--- config.mk ---
export PLATFORM = sky130hd
export DESIGN_NAME = serial_subtractor
export DESIGN_NICKNAME = d
export VERILOG_FILES = /design/src/rtl/serial_subtractor.sv
export SDC_FILE = /design/constraint.sdc
export NUM_CORES = 1
export LEC_CHECK = 0
export CAP_MARGIN = 20
export CORE_ASPECT_RATIO = 0.8
export CORE_UTILIZATION = 45
export CTS_BUF_LIST = sky130_fd_sc_hd__clkbuf_4
export DETAILED_ROUTE_END_ITERATION = 12
export PLACE_DENSITY = 0.68
export REMOVE_ABC_BUFFERS = 1
export SLEW_MARGIN = 0
export SYNTH_ARGS = -nofsm -noshare
export SYNTH_HDL_FRONTEND = slang
export SYNTH_SLANG_ARGS = --single-unit
--- constraint.sdc ---
create_clock -name clk -period 1.9 [get_ports clk]
set_input_delay 0.19 -clock clk [delete_from_list [all_inputs] [get_ports clk]]
set_output_delay 0.19 -clock clk [all_outputs]
set_load 0.1 [all_outputs]
--- src/rtl/serial_subtractor.sv ---
// serial_subtractor: multi-cycle a - b - bin over WIDTH bits, DIGIT bits per
// clock, with the inter-digit borrow held in a flip-flop.
// Optional build macro SERIAL_SUB_ABS_DIFF_EN adds a FIX state that returns
// |a - b - bin| in diff when the final borrow is set (bout still reports 1).
module serial_subtractor #(
    parameter int WIDTH = 8,
    parameter int DIGIT = 1
) (
    input  logic             clk,
    input  logic             rst,
    input  logic             start,
    input  logic [WIDTH-1:0] a,
    input  logic [WIDTH-1:0] b,
    input  logic             bin,
    output logic             busy,
    output logic             done,
    output logic [WIDTH-1:0] diff,
    output logic             bout,
    output logic             ovf
);

    localparam int NDIG  = WIDTH / DIGIT;
    localparam int CNT_W = (NDIG > 1) ? $clog2(NDIG) : 1;

`ifdef SERIAL_SUB_ABS_DIFF_EN
    typedef enum logic [1:0] {
        IDLE = 2'd0,
        RUN  = 2'd1,
        FIX  = 2'd2,
        DONE = 2'd3
    } state_t;
`else
    typedef enum logic [1:0] {
        IDLE = 2'd0,
        RUN  = 2'd1,
        DONE = 2'd2
    } state_t;
`endif

    state_t           state;
    state_t           state_nxt;

    logic [WIDTH-1:0] a_sr;
    logic [WIDTH-1:0] b_sr;
    logic [WIDTH-1:0] work;
    logic             borrow_ff;
    logic [CNT_W-1:0] cnt;
    logic             a_msb;
    logic             b_msb;

    logic [DIGIT:0]   dig_res;
    logic             borrow_nxt;
    logic [WIDTH-1:0] work_nxt;
    logic             last_dig;

    // One digit of the borrow chain; the new digit enters the working register at the MSB end
    always_comb begin
        dig_res    = {1'b0, a_sr[DIGIT-1:0]} - {1'b0, b_sr[DIGIT-1:0]}
                     - {{DIGIT{1'b0}}, borrow_ff};
        borrow_nxt = dig_res[DIGIT];
        work_nxt   = (work >> DIGIT) | (WIDTH'(dig_res[DIGIT-1:0]) << (WIDTH - DIGIT));
        last_dig   = (cnt == CNT_W'(NDIG - 1));
    end

    // State register
    always_ff @(posedge clk) begin
        if (rst) begin
            state <= IDLE;
        end else begin
            state <= state_nxt;
        end
    end

    // Next-state logic: start is only looked at in IDLE, so a start while busy is dropped
    always_comb begin
        state_nxt = state;
        case (state)
            IDLE: begin
                if (start) begin
                    state_nxt = RUN;
                end
            end
            RUN: begin
                if (last_dig) begin
`ifdef SERIAL_SUB_ABS_DIFF_EN
                    state_nxt = FIX;
`else
                    state_nxt = DONE;
`endif
                end
            end
`ifdef SERIAL_SUB_ABS_DIFF_EN
            FIX: begin
                state_nxt = DONE;
            end
`endif
            DONE: begin
                state_nxt = IDLE;
            end
            default: begin
                state_nxt = IDLE;
            end
        endcase
    end

    // Operand capture, digit-serial datapath and result registers (loaded on the edge entering DONE)
    always_ff @(posedge clk) begin
        if (rst) begin
            a_sr      <= '0;
            b_sr      <= '0;
            work      <= '0;
            borrow_ff <= 1'b0;
            cnt       <= '0;
            a_msb     <= 1'b0;
            b_msb     <= 1'b0;
            diff      <= '0;
            bout      <= 1'b0;
            ovf       <= 1'b0;
        end else begin
            case (state)
                IDLE: begin
                    if (start) begin
                        a_sr      <= a;
                        b_sr      <= b;
                        work      <= '0;
                        borrow_ff <= bin;
                        cnt       <= '0;
                        a_msb     <= a[WIDTH-1];
                        b_msb     <= b[WIDTH-1];
                    end
                end
                RUN: begin
                    a_sr      <= a_sr >> DIGIT;
                    b_sr      <= b_sr >> DIGIT;
                    work      <= work_nxt;
                    borrow_ff <= borrow_nxt;
                    cnt       <= cnt + CNT_W'(1);
`ifndef SERIAL_SUB_ABS_DIFF_EN
                    if (last_dig) begin
                        diff <= work_nxt;
                        bout <= borrow_nxt;
                        ovf  <= (a_msb != b_msb) && (work_nxt[WIDTH-1] != a_msb);
                    end
`endif
                end
`ifdef SERIAL_SUB_ABS_DIFF_EN
                FIX: begin
                    // Overflow is judged on the raw difference, before any negation
                    work <= borrow_ff ? ('0 - work) : work;
                    diff <= borrow_ff ? ('0 - work) : work;
                    bout <= borrow_ff;
                    ovf  <= (a_msb != b_msb) && (work[WIDTH-1] != a_msb);
                end
`endif
                default: begin
                end
            endcase
        end
    end

    assign busy = (state != IDLE);
    assign done = (state == DONE);

endmodule

# Yosys cells after proc, flatten, opt, wreduce, memory -nomap -nowiden
# Index checks and enable logic that the tools add are counted.
[totals]
reg_bits = 42
latchBits = 0
ram_bits = 0
rom_bits = 0
out_inout_bits = 12
wordCells = 43
n_memories = 0
[classes]
n_addsub = 3
mul = 0
div_mod_pow = 0
magnitude_cmp = 0
n_eq_ne = 7
shift = 0
muxes = 13
bitwise = 1
reduce_logical = 8
[op_table]
columns = ["operator", "n"]
rows = [
  ["$pmux 8 s2", 3],
  ["$mux 8", 3],
  ["$or 7x8->8", 1],
  ["$reduce_and 2->1", 4],
  ["$pmux 3 s2", 1],
  ["$mux 2", 2],
  ["$ne 2x2->1 const B", 2],
  ["$pmux 2 s2", 1],
  ["$reduce_bool 2->1", 2],
  ["$add 3x1->3 const B", 1],
  ["$eq 3x3->1 const B", 1],
  ["$mux 3", 1],
  ["$eq 2x1->1 const B", 1],
  ["$eq 2x2->1 const B", 1],
  ["$logic_not 2->1", 1],
  ["$ne 1x1->1", 2],
  ["$pmux 1 s2", 1],
  ["$sub 1x1->2", 1],
  ["$sub 2x1->2", 1],
  ["$logic_and 1x1->1", 1],
  ["$mux 1", 1],
]

# Depth between registers and ports, before layout
# Gate-level depths: netlist of the first run.
[logic_depth]
depth_word = 5
depth_mapped = 6
ltp_nobuf = 5

# Worst setup path before layout of the first run
# Ideal clock, no wire load.
[synth_path]
kind = "reg2out"
from = "reg state[0]"
to = "out done"
t_arrival_ps = 1944
setup_slack_ps = -234
stages_incl_launch_ff = 4
n_path_buf = 2
path_cell_list = "dfxtp_1 -> buf_6 -> buf_2 -> nor2b_1"
[synth_between]
elab_chain_len = 1
[synth_lines]
columns = ["element", "line_no", "source"]
rows = [
  ["from (decl)", "40", "state_t state;"],
  ["from (signal assigned)", "70", "state <= state_nxt;"],
  ["$eq 2x2->1", "162", "assign done = (state == DONE);"],
  ["to (decl)", "16", "output logic done,"],
]
# No other way between the ends.

# Worst setup path in the final report of the first run
[layout_path]
from = "reg b_sr[0]"
to = "reg ovf"
[layout_between]
elab_chain_len = 5
[layout_lines]
columns = ["element", "line_no", "source"]
rows = [
  ["from (decl)", "44", "logic [WIDTH-1:0] b_sr;"],
  ["from (signal assigned)", "134", "b_sr <= b_sr >> DIGIT;"],
  ["$sub 1x1->2", "58", "dig_res = {1'b0, a_sr[DIGIT-1:0]} - {1'b0, b_sr[DIGIT-1:0]}"],
  ["$sub 2x1->2", "59", "- {{DIGIT{1'b0}}, borrow_ff};"],
  ["named net dig_res[0]", "51", "logic [DIGIT:0] dig_res;"],
  ["$or 7x8->8", "61", "work_nxt = (work >> DIGIT) | (WIDTH'(dig_res[DIGIT-1:0]) << (WIDTH - DIGIT));"],
  ["$ne 1x1->1", "142", "ovf <= (a_msb != b_msb) && (work_nxt[WIDTH-1] != a_msb);"],
  ["$logic_and 1x1->1", "142", ""],
  ["to (signal assigned)", "142", ""],
  ["to (decl)", "19", "output logic ovf"],
]
# The timed path passes the listed nets, and every way through them passes these cells.
# A chain may end at the register's enable or synchronous reset.

==> flow_metrics.tcl, run 1 <==
set metrics [dict create \
    crit_path_end_kind "flip-flop" \
    worst_clock_skew_ns 0.00691 \
    max_slew_margin 0.654 \
    synth.area.top_cells "dfxtp_1 (47%), mux2i_1 (8.7%), a211oi_2 (7.2%)" \
    diodes 0 \
    path_cells "inv_1 -> fa_1 -> or3b_2 -> a311oi_1" \
    cpPeakStageDelay_ns 0.50 \
    fp-row-count 19 \
    path_class "flip-flop to flip-flop" \
    area_growth_pct 20.6 \
    drive_gt1_frac 0.177 \
    start_kind "flip-flop" \
    drv_cap 0 \
    coreArea_sq_um 3570 \
    crit_family "adder cells" \
    synth_edf_count 0 \
    finalSetupViolations 0 \
    routedWlPerCell_um 12.6 \
    dieArea_sq_um 4100 \
    avgViaCountPerCell 5.31 \
    leakage_nw 0.805 \
    grt_pass1_wl_um 5490 \
    ys_ff_latch 41 \
    synth.yosys.seq_area_share 0.474 \
    vdd_ir_drop_max_mv 0.424 \
    crit_fanout 4 \
    tightest_slew_ns 0.518 \
    drt-total-wl_um 3170 \
    layout.nets 233 \
    fin_ws_ns 0.202 \
    drv_slew 0 \
    first_iter_violations 87 \
    netlist_instances 180 \
    cts_max_path_buffers 2 \
    post_cts_buffers 0 \
    die_h_um 57.5 \
    hpwl_um 2290 \
    grt_max_degree 19 \
    finalInstanceArea_sq_um 2090 \
    clk_latency_ns 0.33 \
    place_worst_setup_slack_ns 0.231 \
    synthFlopType "dfxtp_1" \
    finalHoldViolations 0 \
    max_freq_ghz 0.589 \
    dpl_cell_area_sq_um 2050 \
    drc 0 \
    synth_top_area_frac 0.474 \
    power.density_nw_per_um2 735 \
    yosys.area.top_type "dfxtp_1" \
    status "finished clean" \
    routabilityCongestion 0.767 \
    htree_levels 2 \
    ctsResizeCount 0 \
    grt.overflow.total 0 \
    cp.arrival_ns 1.95 \
    cp_slowest_cell "fa_1" \
    start_util 0.486 \
    crit_buf_inv 1 \
    grtUsageTotal 0.174 \
    hp-class "primary input to flip-flop" \
    ctsRootBufferMaster "clkbuf_4" \
    numPortBuffers 31 \
    rsz0062_at_grt "false" \
    crit_required_ns 2.15 \
    antenna_found_initial 0 \
    ant_nets 0 \
    clkSinkCount 41 \
    min_period_over_period 0.893 \
    fin_cells 251 \
    io_pins 32 \
    placedCellCount 245 \
    holdWs_ns 0.435 \
    cts_buffers 5 \
    yosys.cell_types.count 30 \
    finalPower_mw 1.54 \
    postSynthAreaPerCell_sq_um 9.63 \
    hold_buffers 0 \
    cts_tree "yes" \
    grt_pass1_vias 1232 \
    die_width_um 71.4 \
    synth-async-reset-ratio 0 \
    clkTransAtPathRegs_ns 0.11 \
    synth_warnings 0 \
    via_count 1332 \
    syn_area_sq_um 1730 \
    final.min_clock_period_ns 1.70 \
    first_pass_iters 5 \
]
placed cells by master, fill, tap and decap left out, drive strengths merged:
master         instances
dfxtp                 41
nor2                  30
clkdlybuf4s50         19
nand2                 18
buf                   18
a211oi                16
mux2i                 15
a21oi                 13
a22oi                  9
clkbuf                 5
inv                    3
nand3b                 2
o21ai                  2
nand2b                 2
ha                     2
or2                    1
nor2b                  1
and3b                  1
o21ba                  1
or3b                   1
a311oi                 1
nor3b                  1
and2b                  1
o21bai                 1
a221oi                 1
o21a                   1
nor3                   1
fa                     1
clkinv                 1
registers in the layout, indices dropped and copies added (netlist names):
register and cells:
a_sr 8, b_sr 8, diff 8, work 7, cnt 3, state 2, a_msb 1, b_msb 1
borrow_ff 1, bout 1, ovf 1
final cells by class:
type / count / area (sq um)
Timing Repair Buffer: 37 / 350
Tap cell: 42 / 52.6
Sequential cell: 41 / 821
Inverter: 3 / 11.3
Fill cell: 314 / 1480
Clock inverter: 1 / 5.00
Multi-Input combinational cell: 122 / 812
Clock buffer: 5 / 37.5
through the flow:
| stage | utilization | TNS (ns) |
|---|---|---|
| after global routing | 0.586 | 0 |
| after CTS | 0.586 | 0 |
| final | 0.586 | 0 |
| after floorplan | - | -3.35 |
| after global placement | 0.574 | 0 |
| after detailed placement | 0.574 | 0 |
worst register-to-register path, stage by stage, from the launching register on:
cell,delay (ns)
dfxtp_1,0.35
inv_1,0.06
fa_1,0.50
or3b_2,0.46
a311oi_1,0.25
where the power goes:
part / switching [mW] / leakage, nW / internal (mW) / total, mW
clock: 0.253 / 0.0269 / 0.129 / 0.382
sequential: 0.0273 / 0.335 / 0.899 / 0.926
combinational: 0.113 / 0.443 / 0.115 / 0.227
Yosys cell counts (all sizes together) (2+ instances only):
master,n
o21ai,2
buf,11
nand3b,2
nand2,18
nor2,30
dfxtp,41
nand2b,2
clkbuf,3
a22oi,9
inv,3
a21oi,13
ha,2
a211oi,16
mux2i,15
layer usage:
layer  GRT usage  up-vias  share of wire
met5           0        -              0
met4      0.0771        0          0.015
met3      0.0424        5          0.038
met2       0.271       25           0.46
met1       0.232      612           0.49
li1            -      690              -
cells by family after synthesis:
family	synth area share
compound gates	0.207
fa+ha+maj	0.0260
buf+inv	0.0578
flops	0.474
mux	0.0866
simple gates	0.149
final timing paths:
kind | cells past startpoint | startpoint | slack [ns] | end
max | 4 | b_sr[0] | 0.20 | ovf
max reg2reg | 4 | b_sr[0] | 0.20 | ovf
min reg2reg | 2 | work[1] | 0.46 | diff[0]
min | 3 | a[7] | 0.44 | a_msb
Power figures use the tool's default switching activity.
==> inputs of run 2 (changes only) <==
--- a/config.mk
+++ b/config.mk
@@ -12,6 +12,7 @@
 export DETAILED_ROUTE_END_ITERATION = 12
 export PLACE_DENSITY = 0.68
 export REMOVE_ABC_BUFFERS = 1
+export SKIP_LAST_GASP = 1
 export SLEW_MARGIN = 0
 export SYNTH_ARGS = -nofsm -noshare
 export SYNTH_HDL_FRONTEND = slang
==> results of run 2 <==
Same layout as run 1: the final DEF is identical, and so are final timing and power.
==> inputs of run 3 (changes only) <==
--- a/config.mk
+++ b/config.mk
@@ -5,7 +5,6 @@
 export SDC_FILE = /design/constraint.sdc
 export NUM_CORES = 1
 export LEC_CHECK = 0
-export CAP_MARGIN = 20
 export CORE_ASPECT_RATIO = 0.8
 export CORE_UTILIZATION = 45
 export CTS_BUF_LIST = sky130_fd_sc_hd__clkbuf_4
==> results of run 3 <==
Same layout as run 1: the final DEF is identical, and so are final timing and power.
